$ cat src/rtl/d_delay_line_if.sv
// Bus bundle for d_delay_line: control/data inputs, output stage, tap and occupancy count.
interface d_delay_line_if #(
  parameter int unsigned N     = 4,
  parameter int unsigned DEPTH = 4
);
  localparam int unsigned SW = (DEPTH > 1) ? $clog2(DEPTH) : 1;
  localparam int unsigned CW = $clog2(DEPTH + 1);

  logic          en;
  logic          flush;
  logic          in_valid;
  logic [N-1:0]  in_d;
  logic [SW-1:0] tap_sel;
  logic [N-1:0]  out_q;
  logic          out_valid;
  logic [N-1:0]  tap_q;
  logic          tap_valid;
  logic [CW-1:0] count;

  modport master (
    output en, flush, in_valid, in_d, tap_sel,
    input  out_q, out_valid, tap_q, tap_valid, count
  );

  modport slave (
    input  en, flush, in_valid, in_d, tap_sel,
    output out_q, out_valid, tap_q, tap_valid, count
  );
endinterface

$ cat src/rtl/d_delay_line.sv
// DEPTH-stage shift register of (data, valid) words with enable, synchronous flush,
// a selectable tap and a registered count of occupied stages.
module d_delay_line #(
  parameter int unsigned N             = 4,
  parameter int unsigned DEPTH         = 4,
  parameter logic [N-1:0] RESET_VAL    = '0
) (
  input  logic           clk,
  input  logic           reset,
  d_delay_line_if.slave  bus
);
  localparam int unsigned SW = (DEPTH > 1) ? $clog2(DEPTH) : 1;
  localparam int unsigned CW = $clog2(DEPTH + 1);

  logic [DEPTH-1:0][N-1:0] data_q, data_d;
  logic [DEPTH-1:0]        valid_q, valid_d;
  logic [CW-1:0]           count_q, count_d;
  logic [N-1:0]            tap_data;
  logic                    tap_vld;

  // Next-state: flush beats enable; enable shifts everything one stage deeper.
  always_comb begin
    data_d  = data_q;
    valid_d = valid_q;
    if (bus.flush) begin
      data_d  = {DEPTH{RESET_VAL}};
      valid_d = '0;
    end else if (bus.en) begin
      data_d[0]  = bus.in_d;
      valid_d[0] = bus.in_valid;
      for (int i = 1; i < DEPTH; i++) begin
        data_d[i]  = data_q[i-1];
        valid_d[i] = valid_q[i-1];
      end
    end
  end

  // Count tracks the post-edge occupancy, so it is the popcount of the next valid vector.
  always_comb begin
    count_d = '0;
    for (int i = 0; i < DEPTH; i++) begin
      count_d = count_d + CW'(valid_d[i]);
    end
  end

  always_ff @(posedge clk or posedge reset) begin
    if (reset) begin
      data_q  <= {DEPTH{RESET_VAL}};
      valid_q <= '0;
      count_q <= '0;
    end else begin
      data_q  <= data_d;
      valid_q <= valid_d;
      count_q <= count_d;
    end
  end

  // Out-of-range selects (and every select when DEPTH=1) fall back to the last stage.
  always_comb begin
    tap_data = data_q[DEPTH-1];
    tap_vld  = valid_q[DEPTH-1];
    for (int i = 0; i < DEPTH; i++) begin
      if (SW'(i) == bus.tap_sel) begin
        tap_data = data_q[i];
        tap_vld  = valid_q[i];
      end
    end
  end

  assign bus.out_q     = data_q[DEPTH-1];
  assign bus.out_valid = valid_q[DEPTH-1];
  assign bus.tap_q     = tap_data;
  assign bus.tap_valid = tap_vld;
  assign bus.count     = count_q;
endmodule

$ cat src/flat_wrapper.sv
// flat-port wrapper written by rule: the top's interface ports become plain ports
module d_delay_line_flat 
#(
  parameter int unsigned N             = 4,
  parameter int unsigned DEPTH         = 4,
  parameter logic [N-1:0] RESET_VAL    = '0
)
  (clk, reset, bus_en, bus_flush, bus_in_valid, bus_in_d, bus_tap_sel, bus_out_q, bus_out_valid, bus_tap_q, bus_tap_valid, bus_count);
  d_delay_line_if #(.N(N), .DEPTH(DEPTH)) bus_i ();
  input  logic clk;
  input  logic reset;
  input wire logic [$bits(bus_i.en)-1:0] bus_en;
  input wire logic [$bits(bus_i.flush)-1:0] bus_flush;
  input wire logic [$bits(bus_i.in_valid)-1:0] bus_in_valid;
  input wire logic [$bits(bus_i.in_d)-1:0] bus_in_d;
  input wire logic [$bits(bus_i.tap_sel)-1:0] bus_tap_sel;
  output wire logic [$bits(bus_i.out_q)-1:0] bus_out_q;
  output wire logic [$bits(bus_i.out_valid)-1:0] bus_out_valid;
  output wire logic [$bits(bus_i.tap_q)-1:0] bus_tap_q;
  output wire logic [$bits(bus_i.tap_valid)-1:0] bus_tap_valid;
  output wire logic [$bits(bus_i.count)-1:0] bus_count;
  assign bus_i.en = bus_en;
  assign bus_i.flush = bus_flush;
  assign bus_i.in_valid = bus_in_valid;
  assign bus_i.in_d = bus_in_d;
  assign bus_i.tap_sel = bus_tap_sel;
  assign bus_out_q = bus_i.out_q;
  assign bus_out_valid = bus_i.out_valid;
  assign bus_tap_q = bus_i.tap_q;
  assign bus_tap_valid = bus_i.tap_valid;
  assign bus_count = bus_i.count;
  d_delay_line #(.N(N), .DEPTH(DEPTH), .RESET_VAL(RESET_VAL)) u_core (.clk(clk), .reset(reset), .bus(bus_i));
endmodule
$ cat config.mk
export PLATFORM = sky130hd
export DESIGN_NAME = d_delay_line_flat
export DESIGN_NICKNAME = d
export VERILOG_FILES = /design/src/rtl/d_delay_line_if.sv /design/src/rtl/d_delay_line.sv /design/src/flat_wrapper.sv
export SDC_FILE = /design/constraint.sdc
export NUM_CORES = 1
export LEC_CHECK = 0
export CORE_MARGIN = 4
export CORE_UTILIZATION = 35
export DETAILED_ROUTE_END_ITERATION = 16
export SLEW_MARGIN = 25
export SYNTH_ARGS = -nofsm -noshare
export SYNTH_HDL_FRONTEND = slang
export SYNTH_SLANG_ARGS = --single-unit
export TNS_END_PERCENT = 50
$ cat constraint.sdc
create_clock -name clk -period 1.5 [get_ports clk]
set_input_delay 0.3 -clock clk [delete_from_list [all_inputs] [get_ports clk]]
set_output_delay 0.3 -clock clk [all_outputs]
set_load 0.05 [all_outputs]
### Word level (Yosys, flattened, before mapping)

Cells that the tools add are included.

* memories: 0
* latch bits: 0
* output and inout bits: 13
* register bits: 23
* word-level logic and storage cells: 26
* ROM bits: 0
* memory bits (writable): 0

* add/sub/neg operators: 3
* shift-type cells: 0
* reductions and logical operators: 2
* $mul: 0
* multiplexer cells: 12
* equality and inequality tests: 3
* bitwise operators: 0
* magnitude comparators: 0
* div/mod/pow operators: 0

Operators by type and width (count)
* 16-bit two-way mux: 2
* 4-bit two-way mux: 6
* 3-bit by 1-bit adder with 3-bit output: 2
* 2-bit == test (first input constant): 2
* 1-bit two-way mux: 4
* 1-bit by 1-bit adder with 2-bit output: 1
* 1-bit by 2-bit == test with 1-bit output (first input constant): 1
* 2-bit zero test: 1
* 2-bit nonzero test: 1

### Depth between registers and ports, before layout

Gate-level depths: netlist (run 1).

* depth in word-level cells: 5
* mapped depth: 6
* depth with buffers taken out: 5

### Worst setup path before layout (run 1)

Ideal clock, no wire load.

* kind: in2reg
* start point: input bus_en
* end point: register u_core.count_q[1], in the netlist u_core.bus.count[1]
* required time: 1374 ps
* stages: 6
* arrival: 1651 ps
* path slack: -277 ps
* cell sequence: buf_4 mux2i_1 nor2_1 ha_1 fa_1 ha_1

* word-level cells in the longest chain between the ends: 5

Ends and longest elaborated chain
* from (decl): line flat_wrapper.sv:12 `input wire logic [$bits(bus_i.en)-1:0] bus_en;`
* 4-bit two-way mux: line d_delay_line.sv:28 `end else if (bus.en) begin`
* 4-bit two-way mux: line d_delay_line.sv:25 `if (bus.flush) begin`
* via u_core.valid_d[0]: line d_delay_line.sv:16 `logic [DEPTH-1:0] valid_q, valid_d;`
* 1-bit by 1-bit adder with 2-bit output: line d_delay_line.sv:42 `count_d = count_d + CW'(valid_d[i]);`
* 3-bit by 1-bit adder with 3-bit output (2 in a row): line d_delay_line.sv:42
* via u_core.count_d[1]: line d_delay_line.sv:17 `logic [CW-1:0] count_q, count_d;`
* to (signal assigned): line d_delay_line.sv:54 `count_q <= count_d;`
* to (decl): line d_delay_line.sv:17

The timed path passes the listed nets, and every way through them passes these cells.
A chain may end at the register's enable or synchronous reset.

### Worst setup path after layout (run 1)

* start point: register u_core.valid_q[1]
* end point: output bus_tap_valid

* word-level cells in the longest chain between the ends: 3

Ends and longest elaborated chain
* from (decl): line d_delay_line.sv:16
* from (signal assigned): line d_delay_line.sv:53 `valid_q <= valid_d;`
* 1-bit two-way mux (3 in a row): line d_delay_line.sv:63 `if (SW'(i) == bus.tap_sel) begin`
* to (decl): line flat_wrapper.sv:20 `output wire logic [$bits(bus_i.tap_valid)-1:0] bus_tap_valid;`

Every way passes these cells.

==> summary.txt, run 1 <==
Run status
  – Status: complete, but fails checks
  – Failing checks: negative setup slack

Place
  – Port bufs: 23
  – Place WS: -0.689 ns
  – Post-placement cell count: 140
  – Placed Area: ~1500 µm²
  – Routability cong.: approximately 0.7
  – HPWL after DPL: approximately 1.5 mm

Route
  – Via-per-instance ratio: ~4.8
  – Post-detailed-route count of antenna-violating nets: 0
  – Number of DRC markers in iteration 0: 23
  – Wirelength, routed: between 2 and 2.5 mm
  – DRT Pass-1 Iters: 4
  – DRC errors left: 0
  – Via count: approximately 750
  – Routed WL per cell: between 10 and 15 µm

Logic synthesis
  – Yosys cell types: 10
  – Synth Register Bits: 23
  – Syn Inst Count: 81
  – Post-synth net total: 95
  – Synth Cell Area: 1080 µm²
  – Mean Syn Cell Area: between 10 and 15 µm²
  – Synth warn: 0
  – Seq/Total Area, Yosys: 0.535

Floorplan
  – Die height: ~63 µm
  – Die ar.: 4030 µm²
  – Num ports: 24
  – Site row count: 19
  – Core area: around 2900 µm²
  – Die width: 63.4 µm
  – Initial core utilization: 0.377

Hold path
  – Worst min-delay path class: in2async

Global routing
  – Tot GR Track Use: 0.121
  – Gr ovfl total: 0
  – Global-route wire length before repair: around 3.8 mm
  – Antenna violations before repair: 0
  – Largest net degree at the start of global routing: 24
  – Vias in the first global route: between 800 and 900

Layout
  – Design Area, Final: ~1600 µm²
  – Ant diodes: 0
  – Share of layout cells above drive strength 1: 0.382
  – Most frequent cells in the layout: dfrtp_1, buf_4, mux2i_1, nor2_1, buf_12
  – Final Non-Filler Cells: ~150
  – Most common cell after layout, fill and taps aside: dfrtp_1
  – Area grow syn2layout: 49.0%
  – Fill cell count: 250
  – Final net count: 138
  – Final Util: 0.562

Power and ir drop
  – VDD IR-drop max: roughly 0.33 mV
  – PwrDens: between 700 and 800 nW/µm²
  – Power Total: 1.15 mW
  – Pleak: between 0.8 and 0.9 nW

Clocking
  – Clk_lat worst skew: 0.30 ns
  – Worst-path clk slew: about 0.12 ns
  – Clk sinks: 23
  – Clock root buffer master: clkbuf_4
  – Longest Clk Path Bufs: 2
  – CTS tree: yes
  – H-tree depth: 1
  – TritonCTS buffer count: 3

Timing
  – Tcrit/Tclk final: 1.19
  – Worst hold slack: roughly 0.31 ns
  – Setup violators final: 8
  – Fin crit period: 1.78 ns
  – Worst slew margin: 0.803
  – Post-Route Skew: 0.00250 ns
  – Fmax: approximately 560 MHz
  – Hold Fails Final Rpt: 0
  – Tightest Pin Transition: around 0.30 ns
  – Setup tns final: -1.08 ns
  – RSZ-0062 raised after global routing: true
  – Final setup margin: -0.283 ns
  – Slew Viols, Final: 0

Critical path
  – Crit-path cells: buf_6 -> mux4_2 -> buf_8
  – Critical Path End Type: output pin
  – Critical path class: reg2out
  – R2R depth: 5
  – Slowest Stage Delay on Critical Path: about 0.47 ns
  – Crit-path slowest cell: mux4_2
  – Worst path required time: roughly 1.2 ns
  – CP max FO: 2
  – Arr. time, crit path: 1.48 ns
  – CP Launch Type: flip-flop

Run
  – Maxcap violations: 0
-- state kept, by name, indices dropped and copies added (netlist names) --
| signal | count |
|---|---|
| u_core.valid_q | 4 |
| u_core.bus.out_q | 4 |
| u_core.bus.count | 3 |
| u_core.data_q | 12 |
-- power breakdown --
part	switching [mW]	leakage [nW]	internal, mW
Clock	0.179	0.0150	0.104
Combinational	0.106	0.484	0.112
Sequential	0.0134	0.315	0.638
-- kinds of logic after synthesis --
family,Yosys count,synth area share
DFF,23,0.535
muxes,25,0.291
and+or+nand+nor,20,0.0698
buffers and inverters,10,0.0628
adders and majority gates,3,0.0419
-- metal layers --
layer	track usage	vias to the layer above	part of all wire
met2	0.186	16	0.49
met4	0.0485	0	0.0086
met5	0	-	0
li1	-	355	-
met3	0.0266	2	0.044
met1	0.163	372	0.46
-- synth_stat cells --
cell / n / share of area
mux4_2: 5 / 0.10
ha_1: 2 / 0.023
mux2i_1: 20 / 0.19
fa_1: 1 / 0.019
buf_4: 6 / 0.042
dfrtp_1: 23 / 0.53
buf_6: 1 / 0.010
clkbuf_1: 2 / 0.0070
inv_1: 1 / 0.0035
nor2_1: 20 / 0.070
-- layout make-up --
cell class                      count  area (µm²)  area share
Timing Repair Buffer               47         510       0.319
Inverter                            1        3.75     0.00234
Sequential cell                    23         576       0.359
Multi-Input combinational cell     48         448       0.279
Clock buffer                        4        26.3      0.0164
Tap cell                           31        38.8      0.0242
-- critical path: cells and delay by family, from the launching register on --
family / cells / cell delay [ns]
muxes: 1 / 0.47
DFF: 1 / 0.41
buffers and inverters: 2 / 0.29
-- timing repair --
item,CTS,global route
hold buffers,0,0
setup buffers,8,2
pin swaps,1,1
setup endpoints to repair,8,8
gates resized for setup,14,1
-- worst paths after layout --
path / endpoint / slack [ns] / start
setup / recovery: bus_tap_valid / -0.28 / u_core.valid_q[1]$_DFF_PP0_
hold / removal: u_core.bus.count[0]$_DFF_PP0_ / 0.31 / reset
setup reg to reg: u_core.bus.count[1]$_DFF_PP0_ / -0.11 / u_core.valid_q[0]$_DFF_PP0_
hold reg to reg: u_core.data_q[10]$_DFFE_PP0P_ / 0.56 / u_core.data_q[10]$_DFFE_PP0P_
max in group asynchronous: u_core.data_q[6]$_DFFE_PP0P_ / 0.96 / reset
min in group clk: u_core.valid_q[0]$_DFF_PP0_ / 0.42 / bus_flush
(Power assumes the default switching activity.)
==> run 2, diff against run 1 <==
Settings changed: PLACE_DENSITY set to 0.68, SETUP_SLACK_MARGIN set to 0.4.
==> summary.txt, run 2 (synthesized netlist as in run 1, its figures left out) <==
Clocking
  – H-tree depth: 1 (unchanged)
  – Clock root buffer master: clkbuf_4
  – Worst-path clk slew: 0.12 ns (about the same)
  – TritonCTS buffer count: 3 (unchanged)
  – Clk sinks: 23 (unchanged)
  – CTS tree: yes
  – Longest Clk Path Bufs: 2 (unchanged)
  – Clk_lat worst skew: 0.30 ns (about the same)

Critical path
  – Critical R2R Capture: u_core.bus.count[1]$_DFF_PP0_
  – CP max FO: 2 (unchanged)
  – CP Launch Type: flip-flop
  – Arr. time, crit path: 1.49 ns (about the same)
  – Worst r2r src: u_core.valid_q[0]$_DFF_PP0_
  – Critical path class: reg2out
  – R2R depth: 5 (unchanged)
  – FF-to-FF setup slack: -0.11 ns (about the same)
  – Worst path required time: 1.20 ns (about the same)
  – Critical Path End Type: output pin

Timing
  – Tcrit/Tclk final: 1.19 (+0.00300)
  – Slew Viols, Final: 0 (unchanged)
  – Hold Fails Final Rpt: 0 (unchanged)
  – Worst hold slack: 0.314 ns (+0.00105 ns)
  – Setup violators final: 8 (unchanged)
  – Final setup margin: -0.288 ns (-0.00450 ns)
  – RSZ-0062 raised after global routing: true
  – Post-Route Skew: 0.00321 ns (+0.000704 ns)
  – Fmax: 559 MHz (-0.25%)
  – Tightest Pin Transition: 0.292 ns (-0.00373 ns)
  – Worst slew margin: 0.805 (+0.00249)
  – Fin crit period: 1.79 ns (+0.00450 ns)

Power and ir drop
  – VDD IR-drop max: 0.365 mV (+9.1%)
  – Power Total: 1.16 mW (+0.70%)
  – Pleak: 0.865 nW (+6.2%)
  – PwrDens: 689 nW/µm² (-4.3%)

Place
  – Port bufs: 23 (unchanged)
  – Post-placement cell count: 137 (-2.1%)
  – HPWL after DPL: 1.52 mm (-1.0%)
  – Routability cong.: 0.726 (+3.1%)

Layout
  – Max reg flops: 12 (unchanged)
  – Share of layout cells above drive strength 1: 0.432 (+0.0497)
  – Final Non-Filler Cells: 163 (+5.8%)
  – Most common cell after layout, fill and taps aside: buf_4
  – Largest reg by FF count: u_core.data_q
  – Ant diodes: 0 (unchanged)
  – Final net count: 147 (+6.5%)
  – Most frequent cells in the layout: buf_4, dfrtp_1, mux2i_1, nor2_1, buf_6
  – Area grow syn2layout: 56.7%

Global routing
  – Global-route wire length before repair: 3.84 mm (+0.74%)
  – Vias in the first global route: 803 (-2.7%)
  – Global-route met1 utilization: 0.167 (+0.00398)
  – GR met3 Demand/Resource: 0.0266 (unchanged)
  – Gr ovfl total: 0 (unchanged)
  – Largest net degree at the start of global routing: 24 (unchanged)
  – Tot GR Track Use: 0.120 (-0.000618)
  – Antenna violations before repair: 0 (unchanged)
  – Grt peak-use layer: met2
  – Met2 Use GR: 0.184 (-0.00261)

Hold path
  – Worst min-delay path class: in2async

Run status
  – Failing checks: negative setup slack
  – Status: complete, but fails checks

Floorplan
  – Die width: 63.4 µm (unchanged)
  – Initial core utilization: 0.377 (unchanged)
  – Site row count: 19 (unchanged)
  – Num ports: 24 (unchanged)
  – Core area: 2850 µm² (unchanged)
  – Die height: 63.4 µm (unchanged)
  – Die ar.: 4030 µm² (unchanged)

Route
  – Via count: 782 (+5.0%)
  – DRT Pass-1 Iters: 4 (unchanged)
  – Wirelength, routed: 2.25 mm (+2.0%)
  – Via-per-instance ratio: 4.80 (-0.83%)
  – Post-detailed-route count of antenna-violating nets: 0 (unchanged)
  – Number of DRC markers in iteration 0: 36 (+57%)
  – Routed WL per cell: 13.8 µm (-3.6%)
  – DRC errors left: 0 (unchanged)

Run
  – Maxcap violations: 0 (unchanged)
==> run 2: worst max-delay path, cell delays in order, from the launching register on <==
cell	delay, ns
dfrtp_1	0.42
buf_6	0.12
mux4_2	0.48
buf_8	0.17
==> run 2: how the worst max path moves through the flow <==
stage | start | end | cells after the start | slack [ns]
finish | u_core.valid_q[1]$_DFF_PP0_ | bus_tap_valid | 3 | -0.29
global route | u_core.valid_q[1]$_DFF_PP0_ | bus_tap_valid | 3 | -0.34
CTS | u_core.valid_q[1]$_DFF_PP0_ | bus_tap_valid | 3 | -0.30
detailed placement | bus_en | u_core.bus.count[1]$_DFF_PP0_ | 6 | -0.69
global placement | bus_en | u_core.bus.count[1]$_DFF_PP0_ | 6 | -0.65
floorplan | bus_en | u_core.bus.count[1]$_DFF_PP0_ | 6 | -0.14
==> run 2: area by class of cell <==
type,instances,area (µm²)
fill,238,1170
timing repair buffer,56,593
sequential,23,577
multi-input combinational,48,448
tap,31,38.8
clock buffer,4,26.3
inverter,1,3.75
==> run 2: metal layers <==
metal,vias up,routed length (µm)
met1,386,1090
met5,-,0
met3,2,122
li1,376,-
met2,18,1020
met4,0,10
==> run 2: power by group <==
group	total [mW]	internal, mW	switching [mW]	leakage (nW)
clock	0.279	0.103	0.175	0.0150
combinational	0.232	0.121	0.111	0.536
sequential	0.650	0.638	0.0121	0.314
==> run 2: stage by stage <==
step	util	setup TNS (ns)	setup WS [ns]	cell area, µm²
CTS	0.573	-1.23	-0.302	1630
detailed placement	0.504	-5.58	-0.693	1440
global route	0.591	-1.64	-0.336	1690
floorplan	-	-0.206	-0.139	1110
global placement	0.504	-5.03	-0.646	1440
finish	0.591	-1.20	-0.288	1690
==> run 2: timing repair <==
action	in CTS	in global routing
setup endpoints to repair	32	16
hold buffers	0	0
setup buffers	15	7
resized for setup	19	0
pin swaps	2	1
==> run 3, diff against run 2 <==
--- a/config.mk
+++ b/config.mk
@@ -8,5 +8,6 @@
 export CORE_MARGIN = 4
-export CORE_UTILIZATION = 35
+export CORE_UTILIZATION = 44
 export DETAILED_ROUTE_END_ITERATION = 16
-export PLACE_DENSITY = 0.68
+export PLACE_DENSITY = 0.81
+export REMOVE_ABC_BUFFERS = 1
 export SETUP_SLACK_MARGIN = 0.4
==> constraint.sdc (replaced) <==
create_clock -name clk -period 1.5 [get_ports clk]
set_input_delay 0.45 -clock clk [delete_from_list [all_inputs] [get_ports clk]]
set_output_delay 0.45 -clock clk [all_outputs]
set_load 0.05 [all_outputs]
==> summary.txt, run 3 (synthesized netlist as in run 1, its figures left out) <==
Global routing
  – Vias in the first global route: 900 (+12%)
  – Global-route wire length before repair: 4.18 mm (+9.0%)
  – Gr ovfl total: 0 (unchanged)
  – Antenna violations before repair: 0 (unchanged)
  – Largest net degree at the start of global routing: 24 (unchanged)
  – Tot GR Track Use: 0.168 (+0.0476)

Route
  – Post-detailed-route count of antenna-violating nets: 0 (unchanged)
  – Via count: 764 (-2.3%)
  – Routed WL per cell: 14.8 µm (+7.3%)
  – DRT Pass-1 Iters: 4 (unchanged)
  – Number of DRC markers in iteration 0: 5 (-86%)
  – DRC errors left: 0 (unchanged)
  – Wirelength, routed: 2.36 mm (+4.6%)
  – Via-per-instance ratio: 4.81 (+0.16%)

Timing
  – Post-Route Skew: 0.00573 ns (+0.00252 ns)
  – Tightest Pin Transition: 0.287 ns (-0.00512 ns)
  – Tcrit/Tclk final: 1.23 (+0.0357)
  – Fin crit period: 1.84 ns (+0.0535 ns)
  – Worst hold slack: 0.453 ns (+0.139 ns)
  – Final setup margin: -0.341 ns (-0.0535 ns)
  – Setup tns final: -2.19 ns (-0.990 ns)
  – Setup violators final: 12 (+4)
  – Worst slew margin: 0.809 (+0.00341)
  – Fmax: 543 MHz (-2.9%)
  – Hold Fails Final Rpt: 0 (unchanged)
  – RSZ-0062 raised after global routing: true
  – Slew Viols, Final: 0 (unchanged)

Critical path
  – Crit-path slowest cell: mux4_2
  – Worst path required time: 1.05 ns (-0.15 ns)
  – CP max FO: 2 (unchanged)
  – Critical path class: reg2out
  – Critical path's top delay family: multiplexers
  – CP Launch Type: flip-flop
  – Slowest Stage Delay on Critical Path: 0.50 ns (+0.02 ns)
  – Arr. time, crit path: 1.39 ns (-0.10 ns)
  – Critical path buffers and inverters: 1 (-1)
  – Crit-path cells: mux4_2 -> buf_8
  – Critical Path End Type: output pin

Clocking
  – Longest Clk Path Bufs: 2 (unchanged)
  – H-tree depth: 1 (unchanged)
  – TritonCTS buffer count: 3 (unchanged)
  – Clock root buffer master: clkbuf_4
  – Clk_lat worst skew: 0.31 ns (about the same)
  – CTS tree: yes
  – Clk sinks: 23 (unchanged)
  – Worst-path clk slew: 0.13 ns (about the same)

Place
  – HPWL after DPL: 1.73 mm (+14%)
  – Routability cong.: 0.758 (+4.4%)
  – Port bufs: 23 (unchanged)
  – Placed Area: 1510 µm² (+5.0%)

Layout
  – Design Area, Final: 1670 µm² (-1.2%)
  – Most frequent cells in the layout: buf_4, dfrtp_1, mux2i_1, nor2_1, buf_6
  – Area grow syn2layout: 54.9%
  – Largest reg by FF count: u_core.data_q
  – Share of layout cells above drive strength 1: 0.443 (+0.0109)
  – Most common cell after layout, fill and taps aside: buf_4
  – Max reg flops: 12 (unchanged)
  – Ant diodes: 0 (unchanged)
  – Final net count: 146 (-0.68%)

Floorplan
  – Die height: 57.5 µm (-9.4%)
  – Initial core utilization: 0.473 (+0.0956)
  – Die ar.: 3300 µm² (-18%)
  – Core area: 2280 µm² (-20%)
  – Num ports: 24 (unchanged)
  – Site row count: 17 (-2)
  – Die width: 57.5 µm (-9.4%)

Hold path
  – Worst min-delay path class: in2async

Power and ir drop
  – VDD IR-drop max: 0.695 mV (+90%)
  – Power Total: 1.16 mW (-0.15%)
  – Pleak: 0.863 nW (-0.20%)
  – PwrDens: 696 nW/µm² (+1.1%)

Run status
  – Failing checks: negative setup slack
  – Status: complete, but fails checks

Run
  – Maxcap violations: 0 (unchanged)
## run 3: cell count changes in the layout (fill, tap and decap cells not counted), sizes merged
cell	change
buf	+1
clkdlybuf4s50	-1
dlygate4sd2	-1
clkbuf	-1
clkinv	+1
## run 3: path summary, 6_finish.rpt
check / from / endpoint / slack (ns) / cells after the start
setup / recovery: u_core.data_q[8]$_DFFE_PP0P_ / bus_tap_q[0] / -0.34 / 2
hold / removal: reset / u_core.valid_q[1]$_DFF_PP0_ / 0.45 / 3
setup reg to reg: u_core.valid_q[1]$_DFF_PP0_ / u_core.bus.count[1]$_DFF_PP0_ / -0.19 / 5
hold reg to reg: u_core.data_q[9]$_DFFE_PP0P_ / u_core.data_q[9]$_DFFE_PP0P_ / 0.63 / 3
max in group asynchronous: reset / u_core.data_q[1]$_DFFE_PP0P_ / 0.82 / 3
min in group clk: bus_en / u_core.valid_q[0]$_DFF_PP0_ / 0.54 / 3
## run 3: final cells by class
| type | count | area, µm² |
|---|---|---|
| Clock buffer | 3 | 22.5 |
| Timing Repair Buffer | 55 | 577 |
| Multi-Input combinational cell | 48 | 448 |
| Tap cell | 28 | 35.0 |
| Fill cell | 161 | 609 |
| Sequential cell | 23 | 576 |
| Clock inverter | 1 | 5.00 |
| Inverter | 1 | 3.75 |
## run 3: timing repair
item                                    CTS  global route
buffers inserted                          5             5
hold buffers                              0             0
pin swaps                                 3             0
endpoints found under the setup margin   36            16
gates resized for setup                  24             3
## run 3: metrics by stage
| stage | setup slack (ns) | std cells | utilization |
|---|---|---|---|
| 6_report | -0.341 | 159 | 0.732 |
| 5_1_grt | -0.414 | 159 | 0.732 |
| 4_1_cts | -0.352 | 154 | 0.711 |
| 3_5_place_dp | -0.972 | 145 | 0.664 |
| 3_3_place_gp | -0.908 | 145 | 0.664 |
| 2_1_floorplan | -0.204 | 72 | - |
## run 3: metal layers
layer,GRT usage,share of wire,vias up
met4,0.0298,0.0051,0
met1,0.193,0.40,373
met2,0.303,0.55,15
li1,-,-,374
met5,0,0,-
met3,0.0543,0.042,2
## run 3: power by group
group | total, mW | internal, mW | switching (mW) | leakage, nW
Sequential | 0.650 | 0.638 | 0.0121 | 0.315
Clock | 0.284 | 0.0997 | 0.185 | 0.0177
Combinational | 0.225 | 0.114 | 0.110 | 0.530
## run 3: tightest hold or removal path: stages
cell	delay [ns]
clkdlybuf4s50_1	0.39
inv_1	0.05
buf_4	0.28
